[src/rtl/regfile_pkg.sv]
// Shared defaults and helpers for the scoreboarded register file.
// Holds the address-width derivation and the per-register reset value.
package regfile_pkg;

  localparam int DEFAULT_DATA_W   = 4;
  localparam int DEFAULT_NUM_REGS = 4;

  // A single register still needs one address bit.
  function automatic int addr_width(input int num_regs);
    return (num_regs > 2) ? $clog2(num_regs) : 1;
  endfunction

  // Register i comes out of reset holding i truncated to the register width.
  function automatic longint unsigned reset_value(input int idx, input int width);
    if (width >= 31) return longint'(idx);
    return longint'(idx % (1 << width));
  endfunction

endpackage

[src/rtl/reg_scoreboard.sv]
// Busy-bit tracker: reservations set a register busy, write-backs clear it.
// A reservation is only granted against the busy state before the edge.
module reg_scoreboard
  import regfile_pkg::*;
#(
  parameter int NUM_REGS = DEFAULT_NUM_REGS,
  parameter int ADDR_W   = addr_width(NUM_REGS)
) (
  input  logic                clk,
  input  logic                reset,
  input  logic                wr_en,
  input  logic [ADDR_W-1:0]   wr_addr,
  input  logic                rsv_en,
  input  logic [ADDR_W-1:0]   rsv_addr,
  output logic                rsv_ok,
  output logic [NUM_REGS-1:0] busy_vec
);

  localparam logic [ADDR_W:0] NUM_REGS_C = NUM_REGS[ADDR_W:0];

  logic [NUM_REGS-1:0] busy_q;
  logic [NUM_REGS-1:0] busy_d;
  logic                wr_hit;
  logic                rsv_in_range;

  assign wr_hit       = wr_en & ({1'b0, wr_addr} < NUM_REGS_C);
  assign rsv_in_range = {1'b0, rsv_addr} < NUM_REGS_C;
  assign rsv_ok       = rsv_en & rsv_in_range & ~busy_q[rsv_addr];

  // Set after clear, so a write plus a granted reservation leaves the register busy.
  always_comb begin
    busy_d = busy_q;
    for (int i = 0; i < NUM_REGS; i++) begin
      if (wr_hit && (wr_addr == ADDR_W'(i))) busy_d[i] = 1'b0;
      if (rsv_ok && (rsv_addr == ADDR_W'(i))) busy_d[i] = 1'b1;
    end
  end

  always_ff @(posedge clk or posedge reset) begin
    if (reset) busy_q <= '0;
    else       busy_q <= busy_d;
  end

  assign busy_vec = busy_q;

endmodule

[src/rtl/register_file_sb.sv]
// Register file with per-register busy scoreboard, two read ports and one write port.
// Read ports are either combinational (optional write bypass) or registered write-first.
module register_file_sb
  import regfile_pkg::*;
#(
  parameter int  DATA_W   = DEFAULT_DATA_W,
  parameter int  NUM_REGS = DEFAULT_NUM_REGS,
  parameter int  BYPASS   = 1,
  parameter int  RD_LAT   = 0,
  localparam int ADDR_W   = addr_width(NUM_REGS)
) (
  input  logic                clk,
  input  logic                reset,
  input  logic [ADDR_W-1:0]   rd_addr1,
  input  logic [ADDR_W-1:0]   rd_addr2,
  output logic [DATA_W-1:0]   rd_data1,
  output logic [DATA_W-1:0]   rd_data2,
  output logic                rd_busy1,
  output logic                rd_busy2,
  input  logic                wr_en,
  input  logic [ADDR_W-1:0]   wr_addr,
  input  logic [DATA_W-1:0]   wr_data,
  input  logic                rsv_en,
  input  logic [ADDR_W-1:0]   rsv_addr,
  output logic                rsv_ok,
  output logic [NUM_REGS-1:0] busy_vec
);

  localparam logic [ADDR_W:0] NUM_REGS_C = NUM_REGS[ADDR_W:0];

  logic [DATA_W-1:0] regs_q [NUM_REGS];
  logic              wr_valid;
  logic [ADDR_W-1:0] rd_addr_a [2];

  // A write arriving while reset is held is discarded, so it must not be forwarded either.
  assign wr_valid     = wr_en & ~reset & ({1'b0, wr_addr} < NUM_REGS_C);
  assign rd_addr_a[0] = rd_addr1;
  assign rd_addr_a[1] = rd_addr2;

  reg_scoreboard #(
    .NUM_REGS (NUM_REGS),
    .ADDR_W   (ADDR_W)
  ) u_scoreboard (
    .clk      (clk),
    .reset    (reset),
    .wr_en    (wr_en),
    .wr_addr  (wr_addr),
    .rsv_en   (rsv_en),
    .rsv_addr (rsv_addr),
    .rsv_ok   (rsv_ok),
    .busy_vec (busy_vec)
  );

  always_ff @(posedge clk or posedge reset) begin
    if (reset) begin
      for (int i = 0; i < NUM_REGS; i++) regs_q[i] <= DATA_W'(reset_value(i, DATA_W));
    end else if (wr_valid) begin
      regs_q[wr_addr] <= wr_data;
    end
  end

  for (genvar p = 0; p < 2; p++) begin : g_port
    logic              in_range;
    logic [DATA_W-1:0] cur_data;
    logic              cur_busy;
    logic [DATA_W-1:0] data_o;
    logic              busy_o;

    always_comb begin
      in_range = {1'b0, rd_addr_a[p]} < NUM_REGS_C;
      cur_data = '0;
      cur_busy = 1'b0;
      if (in_range) begin
        cur_data = regs_q[rd_addr_a[p]];
        cur_busy = busy_vec[rd_addr_a[p]];
      end
    end

    if (RD_LAT == 0) begin : g_comb
      logic wr_hit;

      always_comb begin
        wr_hit = (BYPASS != 0) & wr_valid & (wr_addr == rd_addr_a[p]);
        data_o = cur_data;
        busy_o = cur_busy;
        if (wr_hit) begin
          data_o = wr_data;
          busy_o = 1'b0;
        end
      end
    end else begin : g_reg
      logic              wr_hit;
      logic              rsv_hit;
      logic [DATA_W-1:0] nxt_data;
      logic              nxt_busy;

      // Post-edge view: the write lands first, then a granted reservation re-marks busy.
      always_comb begin
        wr_hit   = wr_valid & (wr_addr == rd_addr_a[p]);
        rsv_hit  = rsv_ok & (rsv_addr == rd_addr_a[p]);
        nxt_data = wr_hit ? wr_data : cur_data;
        nxt_busy = in_range & (rsv_hit | (~wr_hit & cur_busy));
      end

      always_ff @(posedge clk or posedge reset) begin
        if (reset) begin
          data_o <= '0;
          busy_o <= 1'b0;
        end else begin
          data_o <= nxt_data;
          busy_o <= nxt_busy;
        end
      end
    end
  end

  assign rd_data1 = g_port[0].data_o;
  assign rd_data2 = g_port[1].data_o;
  assign rd_busy1 = g_port[0].busy_o;
  assign rd_busy2 = g_port[1].busy_o;

endmodule

[config.mk]
export PLATFORM = sky130hd
export DESIGN_NAME = register_file_sb
export DESIGN_NICKNAME = d
export VERILOG_FILES = /design/src/rtl/regfile_pkg.sv /design/src/rtl/reg_scoreboard.sv /design/src/rtl/register_file_sb.sv
export SDC_FILE = /design/constraint.sdc
export NUM_CORES = 1
export LEC_CHECK = 0
export CORE_MARGIN = 2
export CORE_UTILIZATION = 37
export DETAILED_ROUTE_END_ITERATION = 8
export GPL_ROUTABILITY_DRIVEN = 1
export PLACE_DENSITY = 0.66
export SLEW_MARGIN = 30
export SYNTH_ARGS = -nofsm -noshare
export SYNTH_HDL_FRONTEND = slang
export SYNTH_HIERARCHICAL = 1
export SYNTH_SLANG_ARGS = --single-unit
[constraint.sdc]
create_clock -name clk -period 5.2 [get_ports clk]
set_clock_uncertainty 0.15 [all_clocks]
set_input_delay 1.04 -clock clk [delete_from_list [all_inputs] [get_ports clk]]
set_output_delay 1.04 -clock clk [all_outputs]
set_load 0.02 [all_outputs]
Word level (Yosys, flattened, before mapping)
Cells that the tools add are included.
- reduce and logical (&&, ||, !) cells: 15
- $lt $le $gt $ge: 7
- equal/unequal tests: 8
- multiplexer cells: 27
- bitwise gates (word level): 9
- operators with widths (kind ; count):
    2-to-1 mux 4 bit ; 7
    binary-select mux 4 bit (select 2 bit) ; 2
    bitwise mux 16 bit ; 1
    2-to-1 mux 1 bit ; 13
    greater-or-equal comparator 3 bit, second input constant ; 3
    logical AND 1 bit ; 9
    less-than comparator 2 x 3 -> 1 bit, second input constant ; 3
    inverter 2 -> 3 bit ; 3
    demux 4 bit (select 2 bit) ; 1
    equality test 2 bit, second input constant ; 4
    nonzero test 2 bit ; 4
    binary-select mux 1 bit (select 2 bit) ; 3
    AND 1 bit ; 4
    equality test 2 x 1 -> 1 bit, second input constant ; 2
    equality test 2 bit ; 2
    logical NOT 2 bit ; 2
    less-than comparator 3 x 1 -> 1 bit, second input constant ; 1
    inverter 1 bit ; 2
- input bits: 16
- bits in registers: 20

Depth between registers and ports, before layout
Gate-level depths: netlist (run 1).
- depth after elaboration: 6
- gate-level depth with buffers: 4

Modules after synthesis
Netlist (run 1), hierarchy kept.
- by module, submodules not included (module ; area an instance (um2) ; sequential area each (um2) ; times used ; cells an instance):
    register_file_sb ; 1057.3 ; 405.4 ; 1 ; 69
    reg_scoreboard ; 225.2 ; 100.1 ; 1 ; 18

Worst setup path after synthesis (run 1)
Ideal clock, no wire load.
- kind: input to output
- start point: in rd_addr1[0]
- end point: out rd_data1[3]
- cell stages on the path: 3
- arrival time: 2.019 ns
- setup slack: 1.991 ns
- cell sequence: buf_2 > mux4_2 > mux2_2
- cells in the longest elaborated chain, start to end: 5
- RTL lines (what ; RTL line ; text):
    start, declared ; register_file_sb.sv:14 ; input logic [ADDR_W-1:0] rd_addr1,
    inverter 2 -> 3 bit (implied by the code) ; register_file_sb.sv:74 ; cur_data = regs_q[rd_addr_a[p]];
    binary-select mux 4 bit (select 2 bit) ; register_file_sb.sv:74 ;
    2-to-1 mux 4 bit (implied by the code) (2 in series) ; register_file_sb.sv:74 ;
    2-to-1 mux 4 bit (*) ; register_file_sb.sv:86 ; if (wr_hit) begin
    end, declared ; register_file_sb.sv:16 ; output logic [DATA_W-1:0] rd_data1,
Every way passes the cells marked *; elsewhere a longest branch is shown, timed or not. The select of a mux whose other input is x is not followed.

Worst setup path in the final report (run 1)
- start point: in rd_addr1[1]
- end point: out rd_data1[2]
The elaborated chain is that of the path after synthesis.

==> reports/qor.json, run 1 <==
{
  "timing.final.max_slew_violations": 0,
  "die_h_um": 62.88,
  "fmaxAchievable_mhz": 230.6,
  "postCtsResizedCells": 0,
  "place_congestion": 0.7521,
  "required_ps": 4010,
  "ys_dominant_reg_cell": "dfrtp_1",
  "floorplan.die_area_um2": 3953,
  "final_cell_utilization_of_the_core": 0.4897,
  "critical_path.startpoint_type": "input port",
  "numPortBuffers": 30,
  "drive_above_1_share": 0.4103,
  "core_region_area_um2": 3337,
  "rows": 21,
  "initial_core_util": 0.3843,
  "internal_power_mw": 0.3657,
  "globalRoute.totalOverflow": 0,
  "detail_route.wl_per_cell_um": 17.45,
  "gr-usage-all-layers": 0.1604,
  "final-instance-count-excl-fill": 163,
  "syn_to_final_growth_pct": 27.41,
  "clkPwrFrac": 0.145,
  "timing_hold_violations_final": 0,
  "clock_tree.buffer_depth": 2,
  "fillCellCount": 309,
  "numPlacedInstances": 159,
  "synth.yosys.seq_area_share": 0.3941,
  "detailroute.via_count": 877,
  "critPathArrivalTime_ps": 3150,
  "cts_hold_repair_buffers": 0,
  "final-setup-viol-count": 0,
  "detailroute.wirelength.met3_um": 131,
  "worstPathMaxFanout": 6,
  "power.switching_mw": 0.1723,
  "cts_inserted_buffers": 3,
  "first_iter_violations": 32,
  "m1WireLength_mm": 1.327,
  "finalCritPeriodShare": 0.8339,
  "postcts_setup_bufs": 0,
  "whs_ps": 399.1,
  "clkLatencyLatePin_ps": 300,
  "postSynthNetCount": 103,
  "clk_pin_slew_worst_paths_ps": 110,
  "design.portCount": 31,
  "ys_seq_elements": 20,
  "cts_sinks": 20,
  "diodes": 0,
  "firstDrtPassIters": 4,
  "top_layer_used": "met4",
  "mappedNetlistArea_um2": 1282,
  "detail_route.wirelength_mm": 2.844,
  "totalNegativeSetupSlack_ps": 0,
  "pwr-share-comb": 0.434,
  "count_of_nets_left_with_antenna_violations_after_detail_routing": 0,
  "setup_repair_after_global_routing_missed_its_margin": "false",
  "via_count_of_the_first_global_routing_pass": 917,
  "post_synth_num_cell_types": 23,
  "route.detailed.vias_per_inst": 5.380,
  "syn_inst": 87,
  "seqCellArea_um2": 505.5,
  "ys_warn_count": 6,
  "max_slew_headroom": 0.5879,
  "drc_viols": 0,
  "initial_antenna_violation_count": 0,
  "fin_ws_ps": 863.9,
  "preCtsSetupSlack_ps": 860.9,
  "tightest_slew_ps": 617.4,
  "dp_hpwl_mm": 2.091,
  "wire_length_of_the_first_global_routing_pass_mm": 4.899,
  "htreeDepth": 1,
  "clock_root_buffer": "clkbuf_4",
  "power.share.sequential": 0.421,
  "status": "finished clean",
  "worst_ir_drop_vdd_v": 0.0001292,
  "p_leak_nw": 0.6166,
  "synth_enable_flop_cells": 0,
  "tritoncts_clock_tree": "yes",
  "routed-wl-met2_mm": 1.352,
  "netSwitchingFraction": 0.3203,
  "final_net_count": 134,
  "cp-end-kind": "output pin",
  "power.density_nw_per_um2": 329.3,
  "max-cap-violations": 0,
  "pin_count_of_the_biggest_net_entering_global_routing": 17,
  "fp.dieW_um": 62.88,
  "synth.avg_cell_area_um2": 14.74,
  "final.min_clock_period_ps": 4336,
  "holdCritPathClass": "reg2reg",
  "multi_input_comb_area_um2": 737.0,
  "criticalPathCategory": "in2out",
  "async_flop_share": 1.000
}
## area by class of cell
| type | count | share of cell area |
|---|---|---|
| inverter | 2 | 0.004594 |
| sequential | 20 | 0.3093 |
| tap | 46 | 0.03522 |
| multi-input combinational | 61 | 0.4510 |
| timing repair buffer | 30 | 0.1838 |
| clock buffer | 4 | 0.01608 |
## cells in the final DEF (no fill, tap or decap), drive strengths merged, types with 2 or more instances in the layout
master         netlist  final
clkdlybuf4s50        0     30
nand3b               2      2
and2                 2      2
dfstp                4      4
a21o                 3      3
inv                  2      2
dfrtp               16     16
clkbuf               0      4
xnor2                4      4
mux4                11     11
nor2b                2      2
mux2                24     24
nor3b                2      2
nand3                3      3
## routing by layer
metal  track usage  up-vias
li1              -      398
met1        0.2221      446
met2        0.2527       29
met3       0.03243        4
met4       0.05000        0
met5             0        -
## worst max-delay path, stage by stage
cell             delay (ps)
clkdlybuf4s50_1         730
mux4_2                  550
mux2_2                  280
clkdlybuf4s50_1         540
## metrics by stage
stage | power [mW] | area, um^2
after global routing | 0.5706 | 1634
after CTS | 0.5433 | 1634
final | 0.5380 | 1634
after floorplan | 0.3669 | 1282
after global placement | 0.4575 | 1608
after detailed placement | 0.4648 | 1608
## worst paths after layout
path                                                       from                                    to  slack (ps)  cells after the start
max                                                 rd_addr1[1]                           rd_data1[2]         860                      4
min                                      regs_q[11]$_DFFE_PP0P_                regs_q[11]$_DFFE_PP0P_         400                      1
max reg2reg                u_scoreboard/busy_vec[2]$_DFFE_PP0P_  u_scoreboard/busy_vec[2]$_DFFE_PP0P_        4110                      2
min reg2reg                              regs_q[11]$_DFFE_PP0P_                regs_q[11]$_DFFE_PP0P_         400                      1
max in group asynchronous                                 reset                regs_q[10]$_DFFE_PP0P_        3460                      2
min in group asynchronous                                 reset  u_scoreboard/busy_vec[0]$_DFFE_PP0P_         850                      2
## state kept, by name, indices dropped and copies added (netlist names)
register / flops
regs_q: 16
u_scoreboard/busy_vec: 4
## cells by family (layout without fill, tap and decap cells)
logic type | count (synthesis) | after routing | share of synthesized area
mux | 35 | 35 | 0.4039
flops | 20 | 20 | 0.3941
simple gates | 17 | 17 | 0.1141
buf+inv | 6 | 36 | 0.03122
compound gates | 5 | 5 | 0.02927
xor+xnor | 4 | 4 | 0.02731
## Yosys cell counts (2+ instances only)
cell type,n,area (um^2)
inv_1,2,7.510
nand3b_1,2,15.01
dfstp_2,4,105.1
mux4_2,11,247.7
dfrtp_1,16,400.4
a21o_1,3,22.52
and2_1,2,12.51
xnor2_1,4,35.03
nor3b_2,2,25.02
mux2_2,24,270.3
nor2b_1,2,12.51
nand3_2,2,20.02
buf_6,2,22.52
buf_2,2,10.01
## power groups by stage
stage | combinational [mW] | sequential [mW] | clock, mW
after global placement | 0.231 | 0.226 | 0
after detailed placement | 0.235 | 0.230 | 0
after floorplan | 0.139 | 0.228 | 0
after CTS | 0.236 | 0.227 | 0.0801
final | 0.234 | 0.226 | 0.0778
after global routing | 0.249 | 0.234 | 0.0882
(Power assumes the default switching activity.)
==> inputs of run 2 (changes only) <==
--- a/config.mk
+++ b/config.mk
@@ -9,7 +9,7 @@
 export CORE_UTILIZATION = 37
 export DETAILED_ROUTE_END_ITERATION = 8
 export GPL_ROUTABILITY_DRIVEN = 1
-export PLACE_DENSITY = 0.66
+export PLACE_DENSITY = 0.68
 export SLEW_MARGIN = 30
 export SYNTH_ARGS = -nofsm -noshare
 export SYNTH_HDL_FRONTEND = slang
==> constraint.sdc (replaced) <==
create_clock -name clk -period 3.74 [get_ports clk]
set_clock_uncertainty 0.15 [all_clocks]
set_input_delay 0.748 -clock clk [delete_from_list [all_inputs] [get_ports clk]]
set_output_delay 0.748 -clock clk [all_outputs]
set_load 0.02 [all_outputs]
==> run 2 against run 1 <==
  * Count of clock-buffer cells in the layout unchanged
  * Utilization increased by 1.7 points
  * Largest power group unchanged
  * Setup slack got worse by 710 ps
  * Flip-flop and latch count unchanged
==> reports/qor.json, run 2 (synthesized netlist as in run 1, its figures left out) <==
{
  "numPortBuffers": {"value": 30, "change": "unchanged"},
  "criticalPathCategory": "in2out",
  "count_of_nets_left_with_antenna_violations_after_detail_routing": {"value": 0, "change": "unchanged"},
  "pin_count_of_the_biggest_net_entering_global_routing": {"value": 17, "change": "unchanged"},
  "power.density": {"value": 446.0, "unit": "nW/um^2", "change": "+35%"},
  "critPathArrivalTime": {"value": 2680, "unit": "ps", "change": "-470 ps"},
  "detail_route.wl_per_cell": {"value": 17.28, "unit": "um", "change": "-0.95%"},
  "rr_worst_depth": {"value": 2, "change": "unchanged"},
  "via_count_of_the_first_global_routing_pass": {"value": 972, "change": "+6.0%"},
  "timing_hold_violations_final": {"value": 0, "change": "unchanged"},
  "largest-register": "regs_q",
  "crit-reg2reg-capture": "u_scoreboard/busy_vec[0]$_DFFE_PP0P_",
  "route.detailed.vias_per_inst": {"value": 5.459, "change": "+1.5%"},
  "final_net_count": {"value": 141, "change": "+5.2%"},
  "detailroute.via_count": {"value": 928, "change": "+5.8%"},
  "worstPathCellList": "clkdlybuf4s50_1 -> buf_4 -> mux4_2 -> and2_1 -> clkdlybuf4s50_1",
  "fmaxAchievable_mhz": 279.2,
  "core_region_area": {"value": 3337, "unit": "um^2", "change": "unchanged"},
  "required": {"value": 2840, "unit": "ps", "change": "-1170 ps"},
  "dp_hpwl": {"value": 2.295, "unit": "mm", "change": "+9.8%"},
  "setup_repair_after_global_routing_missed_its_margin": "false",
  "globalRoute.totalOverflow": {"value": 0, "change": "unchanged"},
  "status": "finished clean",
  "clock_root_buffer": "clkbuf_4",
  "cp-endpoint": "rd_busy2",
  "worstPathMaxFanout": {"value": 4, "change": "-2"},
  "totalNegativeSetupSlack": {"value": 0, "unit": "ps", "change": "unchanged"},
  "max-cap-violations": {"value": 0, "change": "unchanged"},
  "diodes": {"value": 0, "change": "unchanged"},
  "drc_viols": {"value": 0, "change": "unchanged"},
  "design.portCount": {"value": 31, "change": "unchanged"},
  "htreeDepth": {"value": 1, "change": "unchanged"},
  "wire_length_of_the_first_global_routing_pass": {"value": 5.057, "unit": "mm", "change": "+3.2%"},
  "clkLatencyLatePin": {"value": 300, "unit": "ps", "change": "about the same"},
  "critical_path.startpoint": "rd_addr2[0]",
  "rows": {"value": 21, "change": "unchanged"},
  "final.min_clock_period_ps": 3582,
  "max_slew_headroom": {"value": 0.5777, "change": "-0.01027"},
  "fp.dieW": {"value": 62.88, "unit": "um", "change": "unchanged"},
  "worst_ir_drop_vdd": {"value": 0.0002517, "unit": "V", "change": "+95%"},
  "gr-usage-all-layers": {"value": 0.1655, "change": "+0.005068"},
  "clk_pin_slew_worst_paths": {"value": 110, "unit": "ps", "change": "about the same"},
  "final-instance-count-excl-fill": {"value": 170, "change": "+4.3%"},
  "syn_to_final_growth_pct": 31.90,
  "cts_sinks": {"value": 20, "change": "unchanged"},
  "initial_antenna_violation_count": {"value": 0, "change": "unchanged"},
  "p_leak": {"value": 0.6685, "unit": "nW", "change": "+8.4%"},
  "cp-end-kind": "output pin",
  "layout.cells.most_common": "clkdlybuf4s50_1",
  "worst_path_max_delay_cell": "clkdlybuf4s50_1",
  "detail_route.wirelength": {"value": 2.938, "unit": "mm", "change": "+3.3%"},
  "floorplan.die_area": {"value": 3953, "unit": "um^2", "change": "unchanged"},
  "worst_path_largest_cell_delay": {"value": 570, "unit": "ps", "change": "-160 ps"},
  "postcts_setup_bufs": {"value": 0, "change": "unchanged"},
  "critical-path-top-cell-by-count": "clkdlybuf4s50_1",
  "numPlacedInstances": {"value": 166, "change": "+4.4%"},
  "firstDrtPassIters": {"value": 4, "change": "unchanged"},
  "postCtsResizedCells": {"value": 0, "change": "unchanged"},
  "cts_hold_repair_buffers": {"value": 0, "change": "unchanged"},
  "finalCritPeriodShare": 0.9576,
  "tightest_slew": {"value": 632.8, "unit": "ps", "change": "+15.39 ps"},
  "place_congestion": {"value": 0.7561, "change": "+0.53%"},
  "timing.final.max_slew_violations": {"value": 0, "change": "unchanged"},
  "critical_path.startpoint_type": "input port",
  "die_h": {"value": 62.88, "unit": "um", "change": "unchanged"},
  "commonest_cells_after_routing_fill_and_taps_aside": "28 x clkdlybuf4s50_1, 24 x mux2_2, 16 x dfrtp_1",
  "drive_above_1_share": {"value": 0.4435, "change": "+0.03329"},
  "first_iter_violations": {"value": 33, "change": "+3.1%"},
  "initial_core_util": {"value": 0.3843, "change": "unchanged"},
  "final-setup-viol-count": {"value": 0, "change": "unchanged"},
  "regToRegSetupSlack": {"value": 2530, "unit": "ps", "change": "-1580 ps"},
  "rr_startpoint": "u_scoreboard/busy_vec[0]$_DFFE_PP0P_",
  "cts_inserted_buffers": {"value": 3, "change": "unchanged"},
  "holdCritPathClass": "reg2reg",
  "largest_register_ffs": {"value": 16, "change": "unchanged"},
  "tritoncts_clock_tree": "yes",
  "clock_tree.buffer_depth": {"value": 2, "change": "unchanged"}
}
[run 2: worst min path at each step]
stage | from | to | slack (ps) | cells after the start
after floorplan | regs_q[2]$_DFFE_PP0P_ | regs_q[2]$_DFFE_PP0P_ | 340 | 1
final | regs_q[9]$_DFFE_PP0P_ | regs_q[9]$_DFFE_PP0P_ | 390 | 1
after CTS | regs_q[9]$_DFFE_PP0P_ | regs_q[9]$_DFFE_PP0P_ | 400 | 1
after detailed placement | regs_q[9]$_DFFE_PP0P_ | regs_q[9]$_DFFE_PP0P_ | 370 | 1
after global routing | regs_q[6]$_DFFE_PP0P_ | regs_q[6]$_DFFE_PP0P_ | 420 | 1
after global placement | regs_q[6]$_DFFE_PP0P_ | regs_q[6]$_DFFE_PP0P_ | 360 | 1
[run 2: cell type report]
class / count / area (um^2)
Multi-Input combinational cell: 61 / 737.0
Fill cell: 312 / 1645
Sequential cell: 20 / 505.5
Timing Repair Buffer: 37 / 357.8
Tap cell: 46 / 57.56
Inverter: 2 / 7.507
Clock buffer: 4 / 26.28
[run 2: metrics by stage]
step | setup slack [ps] | hold WS, ps | area, um^2 | util | power, mW
3_5_place_dp | 32.65 | 367.5 | 1660 | 0.4976 | 0.6534
4_1_cts | 22.73 | 395.1 | 1687 | 0.5054 | 0.7635
2_1_floorplan | 1115 | 341.4 | 1282 | - | 0.5102
5_1_grt | 89.19 | 415.2 | 1692 | 0.5069 | 0.8040
6_report | 158.5 | 388.5 | 1692 | 0.5069 | 0.7544
3_3_place_gp | 48.58 | 357.8 | 1660 | 0.4976 | 0.6451
[run 2: power by group]
| part | switching (mW) | total [mW] | leakage [nW] | internal (mW) |
|---|---|---|---|---|
| Sequential | 0.0426 | 0.314 | 0.234 | 0.272 |
| Clock | 0.0658 | 0.107 | 0.0150 | 0.0416 |
| Combinational | 0.133 | 0.333 | 0.420 | 0.200 |
| Total | 0.241 | 0.754 | 0.668 | 0.513 |
[run 2: routing by layer]
layer  share of wire  GRT usage
met5               0          0
met4          0.0048    0.02500
met3           0.041    0.03784
met2            0.50     0.2806
met1            0.45     0.2197
[run 2: worst max-delay path, delay by kind of cell]
kind | cells | cell delay, ps
mux | 1 | 480
buf+inv | 3 | 1280
simple gates | 1 | 170
